## src/rtl/pwm_carrier_compare_tdm_pkg.sv

```systemverilog
// Shared constants for the time-multiplexed PWM carrier comparator.
//   N_WINDTURBINE : default number of converter channels swept per step
//   CARRIER_W     : default signed width of references and carrier
//   CMAX_DEF      : default carrier peak, carrier spans [-CMAX, +CMAX]
//   CSTEP_DEF     : default carrier increment per time step
//   state_t       : sweep FSM state encoding
package pwm_carrier_compare_tdm_pkg;

  localparam int N_WINDTURBINE = 4;
  localparam int CARRIER_W     = 18;
  localparam int CMAX_DEF      = 1000;
  localparam int CSTEP_DEF     = 300;

  typedef enum logic [1:0] {
    ST_IDLE = 2'd0,
    ST_REQ  = 2'd1,
    ST_CMP  = 2'd2,
    ST_UPD  = 2'd3
  } state_t;

endpackage

```

## src/rtl/pwm_carrier_compare_tdm_tri_carrier_gen.sv

```systemverilog
// Triangular carrier generator: saturating up/down ramp between -CMAX and
// +CMAX, moving by CSTEP once per advance pulse.
//   clk       : system clock
//   rst       : asynchronous active-high reset (carrier=0, direction=up)
//   advance_i : one-cycle request to move the carrier one step
//   carrier_o : current carrier value (registered, signed)
import pwm_carrier_compare_tdm_pkg::*;

module tri_carrier_gen #(
  parameter int W     = CARRIER_W,
  parameter int CMAX  = CMAX_DEF,
  parameter int CSTEP = CSTEP_DEF
) (
  input  logic                clk,
  input  logic                rst,
  input  logic                advance_i,
  output logic signed [W-1:0] carrier_o
);

  // One extra bit of headroom so the step never wraps before the clamp.
  localparam logic signed [W:0] CMAX_X  = (W+1)'(CMAX);
  localparam logic signed [W:0] CMIN_X  = -CMAX_X;
  localparam logic signed [W:0] CSTEP_X = (W+1)'(CSTEP);

  logic signed [W-1:0] carrier_q, carrier_d;
  logic                down_q, down_d;
  logic signed [W:0]   car_x, up_x, dn_x;

  always_comb begin
    car_x     = {carrier_q[W-1], carrier_q};
    up_x      = car_x + CSTEP_X;
    dn_x      = car_x - CSTEP_X;
    carrier_d = carrier_q;
    down_d    = down_q;
    if (advance_i) begin
      if (!down_q) begin
        if (up_x >= CMAX_X) begin
          carrier_d = CMAX_X[W-1:0];
          down_d    = 1'b1;
        end else begin
          carrier_d = up_x[W-1:0];
        end
      end else begin
        if (dn_x <= CMIN_X) begin
          carrier_d = CMIN_X[W-1:0];
          down_d    = 1'b0;
        end else begin
          carrier_d = dn_x[W-1:0];
        end
      end
    end
  end

  always_ff @(posedge clk or posedge rst) begin
    if (rst) begin
      carrier_q <= '0;
      down_q    <= 1'b0;
    end else begin
      carrier_q <= carrier_d;
      down_q    <= down_d;
    end
  end

  assign carrier_o = carrier_q;

endmodule

```

## src/rtl/pwm_carrier_compare_tdm.sv

```systemverilog
// Time-multiplexed carrier-comparison PWM modulator. Each start strobe sweeps
// channels 0..N-1: fetch the channel reference, compare it against the shared
// triangular carrier, emit one gate bit with a write strobe. After the last
// channel the carrier advances one step and step_done pulses.
//   clk, rst        : system clock, asynchronous active-high reset
//   start_i         : one-cycle time-step strobe
//   ref_req_o       : reference requested for ref_idx_o
//   ref_idx_o       : channel being requested/compared
//   ref_valid_i     : ref_data_i valid (honoured only while ref_req_o=1)
//   ref_data_i      : signed modulation reference
//   pwm_bit_o       : gate result of the channel just compared
//   pwm_wr_o        : one-cycle strobe qualifying pwm_bit_o
//   step_done_o     : one-cycle pulse after the carrier update
//   busy_o          : sweep in progress
//   carrier_o       : current carrier value
//   overrun_o       : sticky, start seen while busy
//
// state   | meaning
// ST_IDLE | waiting for start
// ST_REQ  | ref_req high, waiting for ref_valid on ref_idx
// ST_CMP  | captured reference compared against carrier
// ST_UPD  | carrier advance, sweep ends
import pwm_carrier_compare_tdm_pkg::*;

module pwm_carrier_compare_tdm #(
  parameter int N     = N_WINDTURBINE,
  parameter int W     = CARRIER_W,
  parameter int IDX_W = (N > 1) ? $clog2(N) : 1,
  parameter int CMAX  = CMAX_DEF,
  parameter int CSTEP = CSTEP_DEF
) (
  input  logic                clk,
  input  logic                rst,
  input  logic                start_i,
  output logic                ref_req_o,
  output logic [IDX_W-1:0]    ref_idx_o,
  input  logic                ref_valid_i,
  input  logic signed [W-1:0] ref_data_i,
  output logic                pwm_bit_o,
  output logic                pwm_wr_o,
  output logic                step_done_o,
  output logic                busy_o,
  output logic signed [W-1:0] carrier_o,
  output logic                overrun_o
);

  localparam logic [IDX_W-1:0] LAST_IDX = IDX_W'(N - 1);

  state_t              state_q;
  logic                ref_req_q;
  logic [IDX_W-1:0]    idx_q;
  logic signed [W-1:0] ref_cap_q;
  logic                pwm_bit_q;
  logic                pwm_wr_q;
  logic                step_done_q;
  logic                busy_q;
  logic                overrun_q;
  logic signed [W-1:0] carrier_w;

  // Carrier moves on the UPD cycle only, so every channel of a sweep sees
  // the same value.
  tri_carrier_gen #(
    .W     (W),
    .CMAX  (CMAX),
    .CSTEP (CSTEP)
  ) u_carrier (
    .clk       (clk),
    .rst       (rst),
    .advance_i (state_q == ST_UPD),
    .carrier_o (carrier_w)
  );

  always_ff @(posedge clk or posedge rst) begin
    if (rst) begin
      state_q     <= ST_IDLE;
      ref_req_q   <= 1'b0;
      idx_q       <= '0;
      ref_cap_q   <= '0;
      pwm_bit_q   <= 1'b0;
      pwm_wr_q    <= 1'b0;
      step_done_q <= 1'b0;
      busy_q      <= 1'b0;
      overrun_q   <= 1'b0;
    end else begin
      pwm_wr_q    <= 1'b0;
      step_done_q <= 1'b0;
      // busy is still high on the UPD cycle, so a start there is an overrun.
      if (start_i && busy_q) begin
        overrun_q <= 1'b1;
      end
      case (state_q)
        ST_IDLE: begin
          if (start_i) begin
            state_q   <= ST_REQ;
            idx_q     <= '0;
            ref_req_q <= 1'b1;
            busy_q    <= 1'b1;
          end
        end
        ST_REQ: begin
          if (ref_valid_i) begin
            ref_cap_q <= ref_data_i;
            ref_req_q <= 1'b0;
            state_q   <= ST_CMP;
          end
        end
        ST_CMP: begin
          pwm_bit_q <= (ref_cap_q > carrier_w);
          pwm_wr_q  <= 1'b1;
          if (idx_q == LAST_IDX) begin
            state_q <= ST_UPD;
          end else begin
            idx_q     <= idx_q + IDX_W'(1);
            ref_req_q <= 1'b1;
            state_q   <= ST_REQ;
          end
        end
        ST_UPD: begin
          step_done_q <= 1'b1;
          busy_q      <= 1'b0;
          idx_q       <= '0;
          state_q     <= ST_IDLE;
        end
        default: state_q <= ST_IDLE;
      endcase
    end
  end

  assign ref_req_o   = ref_req_q;
  assign ref_idx_o   = idx_q;
  assign pwm_bit_o   = pwm_bit_q;
  assign pwm_wr_o    = pwm_wr_q;
  assign step_done_o = step_done_q;
  assign busy_o      = busy_q;
  assign carrier_o   = carrier_w;
  assign overrun_o   = overrun_q;

endmodule

```

## config.mk

```make
export PLATFORM = sky130hd
export DESIGN_NAME = pwm_carrier_compare_tdm
export DESIGN_NICKNAME = d
export VERILOG_FILES = /design/src/rtl/pwm_carrier_compare_tdm_pkg.sv /design/src/rtl/pwm_carrier_compare_tdm_tri_carrier_gen.sv /design/src/rtl/pwm_carrier_compare_tdm.sv
export SDC_FILE = /design/constraint.sdc
export NUM_CORES = 1
export LEC_CHECK = 0
export BUFFER_PORTS_ARGS = -buffer_cell sky130_fd_sc_hd__buf_2
export CAP_MARGIN = 0
export CORE_AREA = 3 3 99 101
export CTS_BUF_LIST = sky130_fd_sc_hd__clkbuf_2 sky130_fd_sc_hd__clkbuf_4 sky130_fd_sc_hd__clkbuf_8
export DETAILED_ROUTE_END_ITERATION = 7
export DIE_AREA = 0 0 102 104
export SLEW_MARGIN = 5
export SYNTH_ARGS = -nofsm -noshare
export SYNTH_HDL_FRONTEND = slang
export SYNTH_SLANG_ARGS = --single-unit
```

## constraint.sdc

```tcl
create_clock -name clk -period 6.2 [get_ports clk]
set_input_delay 0.31 -clock clk [delete_from_list [all_inputs] [get_ports clk]]
set_output_delay 0.31 -clock clk [all_outputs]
set_load 0.02 [all_outputs]
```

After elaboration in Yosys (flattened, before gate mapping)

Index checks and enable logic that the tools add are counted.

Output and inout bits: 26
Bits of input ports: 22
Word-level logic and storage cells: 54
Bits in registers: 47

Add/sub/neg operators: 3
Order comparisons: 3
Reductions and logical operators: 10
Mux-type cells: 20
Eq/ne operators: 7

Operators with widths:

| kind                   | number |
|---|---|
| $mux 18                | 3 |
| $add 18x10->19 const B | 1 |
| $ge 19x11->1 const B   | 1 |
| $le 19x11->1 const B   | 1 |
| $sub 18x10->19 const B | 1 |
| $gt 18x18->1           | 1 |
| $mux 2                 | 5 |
| $mux 1                 | 8 |
| $pmux 2 s4             | 1 |
| $eq 2x2->1 const B     | 3 |
| $ne 2x2->1 const B     | 3 |
| $pmux 2 s3             | 1 |
| $reduce_and 2->1       | 3 |
| $reduce_bool 3->1      | 2 |
| $reduce_and 4->1       | 1 |
| $pmux 1 s3             | 1 |
| $reduce_and 3->1       | 1 |
| $add 2x1->2 const B    | 1 |
| $eq 2x1->1 const B     | 1 |
| $logic_not 2->1        | 1 |
| $pmux 1 s2             | 1 |
| $reduce_bool 2->1      | 1 |
| $logic_and 1x1->1      | 1 |

Logic depth before layout (Yosys ltp)

Depth in word-level cells: 4
Gate-level depth with buffers: 11
Mapped depth without buffers: 10

Hierarchy

A second synthesis with hierarchy kept.

Cell total of the unflattened synthesis: 406
Area total of the unflattened synthesis: 3595.9 um^2

By module, submodules not included:

| module                  | sequential area each (um^2) | instances | area an instance (um^2) | cells each |
|---|---|---|---|---|
| tri_carrier_gen         | 425.4                       | 1         | 2005.7                  | 262 |
| pwm_carrier_compare_tdm | 700.7                       | 1         | 1590.3                  | 144 |

Least setup slack after synthesis

Ideal clock, no wire load.

Path type: register to register
Start: register u_carrier.carrier_q[2], in the netlist u_carrier.carrier_o[2]
End: register u_carrier.carrier_q[5], in the netlist u_carrier.carrier_o[5]
Slack: 3.352 ns
Setup time: 0.129 ns
Buffers on the path: 0
Cell stages (with the launch flop): 10
Data arrival time: 2.720 ns
Clock period less this slack: 2.848 ns
Required time: 6.071 ns
Cell sequence: dfrtp_1 ha_1 o21a_1 or4_4 a2111oi_4 a32oi_1 o2111a_2 o21ai_4 nor4bb_1 a2111o_1

Longest elaborated chain between the ends: 4
Elaborated cells on any way between the ends: 7
Classes of those cells: 2 x add/sub; 2 x order compare; 3 x mux

Ends and longest elaborated chain:

| item                                                    | RTL line                                                                                     | source |
|---|---|---|
| from (decl)                                             | pwm_carrier_compare_tdm_tri_carrier_gen.sv:25                                                | `logic signed [W-1:0] carrier_q, carrier_d;` |
| from (signal assigned)                                  | pwm_carrier_compare_tdm_tri_carrier_gen.sv:59                                                | `carrier_q <= carrier_d;` |
| $add 18x10->19 / $sub 18x10->19 (equally long branches) | pwm_carrier_compare_tdm_tri_carrier_gen.sv:31, pwm_carrier_compare_tdm_tri_carrier_gen.sv:32 |  |
| $ge 19x11->1 / $le 19x11->1 (equally long branches)     | pwm_carrier_compare_tdm_tri_carrier_gen.sv:37, pwm_carrier_compare_tdm_tri_carrier_gen.sv:44 |  |
| $mux 18, on equally long branches                       | pwm_carrier_compare_tdm_tri_carrier_gen.sv:37, pwm_carrier_compare_tdm_tri_carrier_gen.sv:44 |  |
| $mux 18 (*)                                             | pwm_carrier_compare_tdm_tri_carrier_gen.sv:36                                                | `if (!down_q) begin` |

Every way passes the cells marked *; elsewhere a longest branch is shown, timed or not.
A chain may end at the register's enable or synchronous reset.

Final worst setup path

Ends and elaborated chain as after synthesis.

==> impl_metrics.py <==
metrics = {
    "sta": {
        "finalSetupViolations": 0,
        "final-hold-violation-count": 0,
        "fin_worst_skew_ns": 0.00411,
        "period_needed_ns": 3.39,
        "setup_ws_ns": 2.81,
        "fin_setup_tns_ns": 0,
        "whs_ns": 0.220,
        "max-slew-margin-rel_pct": 32.4,
        "period_share_pct": 54.6,
        "finalMaxSlewViolations": 0,
        "clock.fmax_mhz": 295,
        "rsz0062_at_grt": "false",
        "worstMarginPinSlew_ns": 1.01,
    },
    "clocking": {
        "cts_root_buffer": "clkbuf_8",
        "cts_buffers": 5,
        "htreeDepth": 2,
        "holdBufCountCts": 0,
        "path_clk_slew_ns": 0.09,
        "postCtsSetupBuffers": 0,
        "cts_sinks": 45,
        "cts_tree": "built",
        "post_cts_resized": 0,
        "clockBufferDepth": 2,
        "clk-insertion-delay-late_ns": 0.30,
    },
    "power_and_ir_drop": {
        "power_density_nw_per_um2": 574,
        "p_leak_nw": 1.65,
        "total_power_mw": 2.17,
        "peakVddDrop_mv": 0.234,
    },
    "status": {
        "outcome": "completed",
    },
    "cells_and_area": {
        "diodes": 0,
        "num-nets-final": 453,
        "layout_common_cells": "45 x dfrtp_1, 45 x buf_2, 42 x nand2_1",
        "fill_cells": 951,
        "drive_above_1_share_pct": 23.3,
        "areaGrowthSynthToFinish_pct": 9.12,
    },
    "global_route": {
        "grt_pass1_vias": 2884,
        "grt_overflow": 0,
        "track_usage_pct": 16.9,
        "grt_pass1_wl_mm": 14.5,
        "antenna_found_initial": 0,
        "grt_max_degree": 46,
    },
    "critical_path": {
        "critical-path-max-stage-delay_ns": 0.81,
        "critPathLaunchType": "flip-flop",
        "crit_buf_inv": 1,
        "crit_arrival_ns": 3.58,
        "critPathSlowestCell": "o41ai_4",
        "path_delay_family": "compound AO/OA/AOI/OAI gates",
        "critPathMaxFanout": 13,
        "cp_cell_sequence": "inv_1 > ha_1 > nor2b_4 > o211ai_4 > nand2_4 > a2111oi_2 > o21ai_1 > o41ai_4 > nor3_1 > a2111o_1",
        "required_ns": 6.39,
        "worstSetupEndpointType": "flip-flop",
        "critPathKind": "reg -> reg",
    },
    "synthesis": {
        "synthCells": 383,
        "synthTopCellsByArea": "dfrtp_1 33%, ha_1 7.2%, mux2_2 6.2%",
        "async_flop_share_pct": 100,
        "synth_top_area_share_pct": 32.6,
        "synth_top_area_cell": "dfrtp_1",
        "synth_top_flop_cell": "dfrtp_1",
        "yosysSeqAreaShare_pct": 32.6,
        "synth_area_um2": 3460,
        "syn_area_per_cell_um2": 9.02,
        "yosys_warnings": 0,
        "ys_types": 76,
        "ys_seq_elements": 45,
        "synth-edff-count": 0,
    },
    "route": {
        "wirelength_mm": 8.63,
        "drc": 0,
        "drt_iter0_markers": 135,
        "post_drt_via_cell_ratio": 5.70,
        "avgRoutedWirePerCell_um": 16.5,
        "first_pass_iters": 4,
        "vias": 2981,
        "ant_nets": 0,
    },
    "run": {
        "drv_cap": 0,
    },
    "floorplan": {
        "initial_core_util_pct": 37.9,
        "io_pins": 48,
        "core-area_um2": 9110,
        "die_w_um": 102,
        "die_h_um": 104,
        "dieArea_um2": 10600,
        "rows": 35,
    },
    "placement": {
        "gp_congestion": 0.893,
        "dp_slack_ns": 2.81,
        "dp_hpwl_mm": 6.38,
        "portBuffers": 45,
    },
    "min_path": {
        "hold_class": "in -> async",
    },
}
==> layer usage <==
| metal | GRT usage, % | routed length, um | up-vias |
|---|---|---|---|
| met5 | 0 | 0 | - |
| met4 | 3.56 | 120 | 0 |
| met3 | 4.36 | 502 | 10 |
| met2 | 26.0 | 3930 | 89 |
| met1 | 23.9 | 4070 | 1422 |
| li1 | - | - | 1460 |
==> area by class of cell <==
class | count | area (um^2) | area share (%)
multi-input combinational | 291 | 2100 | 55.7
clock buffer | 6 | 76.3 | 2.02
tap | 111 | 139 | 3.68
timing repair buffer | 46 | 233 | 6.17
clock inverter | 2 | 15.0 | 0.398
sequential | 45 | 1130 | 29.9
inverter | 22 | 82.6 | 2.19
==> cell families (layout without fill, tap and decap cells) <==
group / count (synthesis) / count (layout) / synth area share (%)
XOR/XNOR: 14 / 14 / 3.55
other: 1 / 2 / 0.109
multiplexers: 22 / 22 / 7.06
AO/OA/AOI/OAI: 105 / 105 / 23.1
AND/OR/NAND/NOR: 128 / 128 / 19.6
buffers and inverters: 48 / 76 / 6.77
adder cells (fa/ha/maj): 20 / 20 / 7.24
flip-flops: 45 / 45 / 32.6
==> where the power goes <==
group / switching [mW] / internal (mW)
Sequential: 0.250 / 0.428
Combinational: 0.748 / 0.548
Clock: 0.108 / 0.0840
Total: 1.11 / 1.06
==> sequential cells by signal, summed over array words and instances (netlist names), 2 cells and up <==
register / flops
u_carrier.carrier_o: 16
state_q: 2
ref_idx_o: 2
ref_cap_q: 18
==> cell usage after synthesis, drive strengths merged (4+ instances only) <==
master / instances
a211oi: 6
a21oi: 17
buf: 13
clkbuf: 13
dfrtp: 45
ha: 20
inv: 21
mux2: 19
nand2: 43
nand3: 15
nor2: 22
nor2b: 4
nor3: 13
o211ai: 6
o21a: 8
o21ai: 27
o22ai: 9
o31ai: 4
or4: 4
xnor2: 11
==> through the flow <==
step / cell area (um^2) / instances / util, %
floorplan: 3460 / 384 / -
global placement: 3680 / 515 / 40.4
detailed placement: 3680 / 515 / 40.4
CTS: 3770 / 523 / 41.4
global route: 3770 / 523 / 41.4
finish: 3770 / 523 / 41.4
==> final timing paths <==
| check | start | end | slack, ns | cells after the start |
|---|---|---|---|---|
| min | rst | ref_cap_q[16] | 0.22 | 2 |
| max | u_carrier.carrier_o[2] | u_carrier.carrier_o[5] | 2.81 | 10 |
| min reg2reg | overrun_o | overrun_o | 0.46 | 1 |
| min in group clk | ref_data_i[11] | ref_cap_q[11] | 0.24 | 2 |
| max in group asynchronous | rst | ref_cap_q[1] | 5.39 | 2 |
| max reg2reg | u_carrier.carrier_o[2] | u_carrier.carrier_o[5] | 2.81 | 10 |
Power figures use the tool's default switching activity.
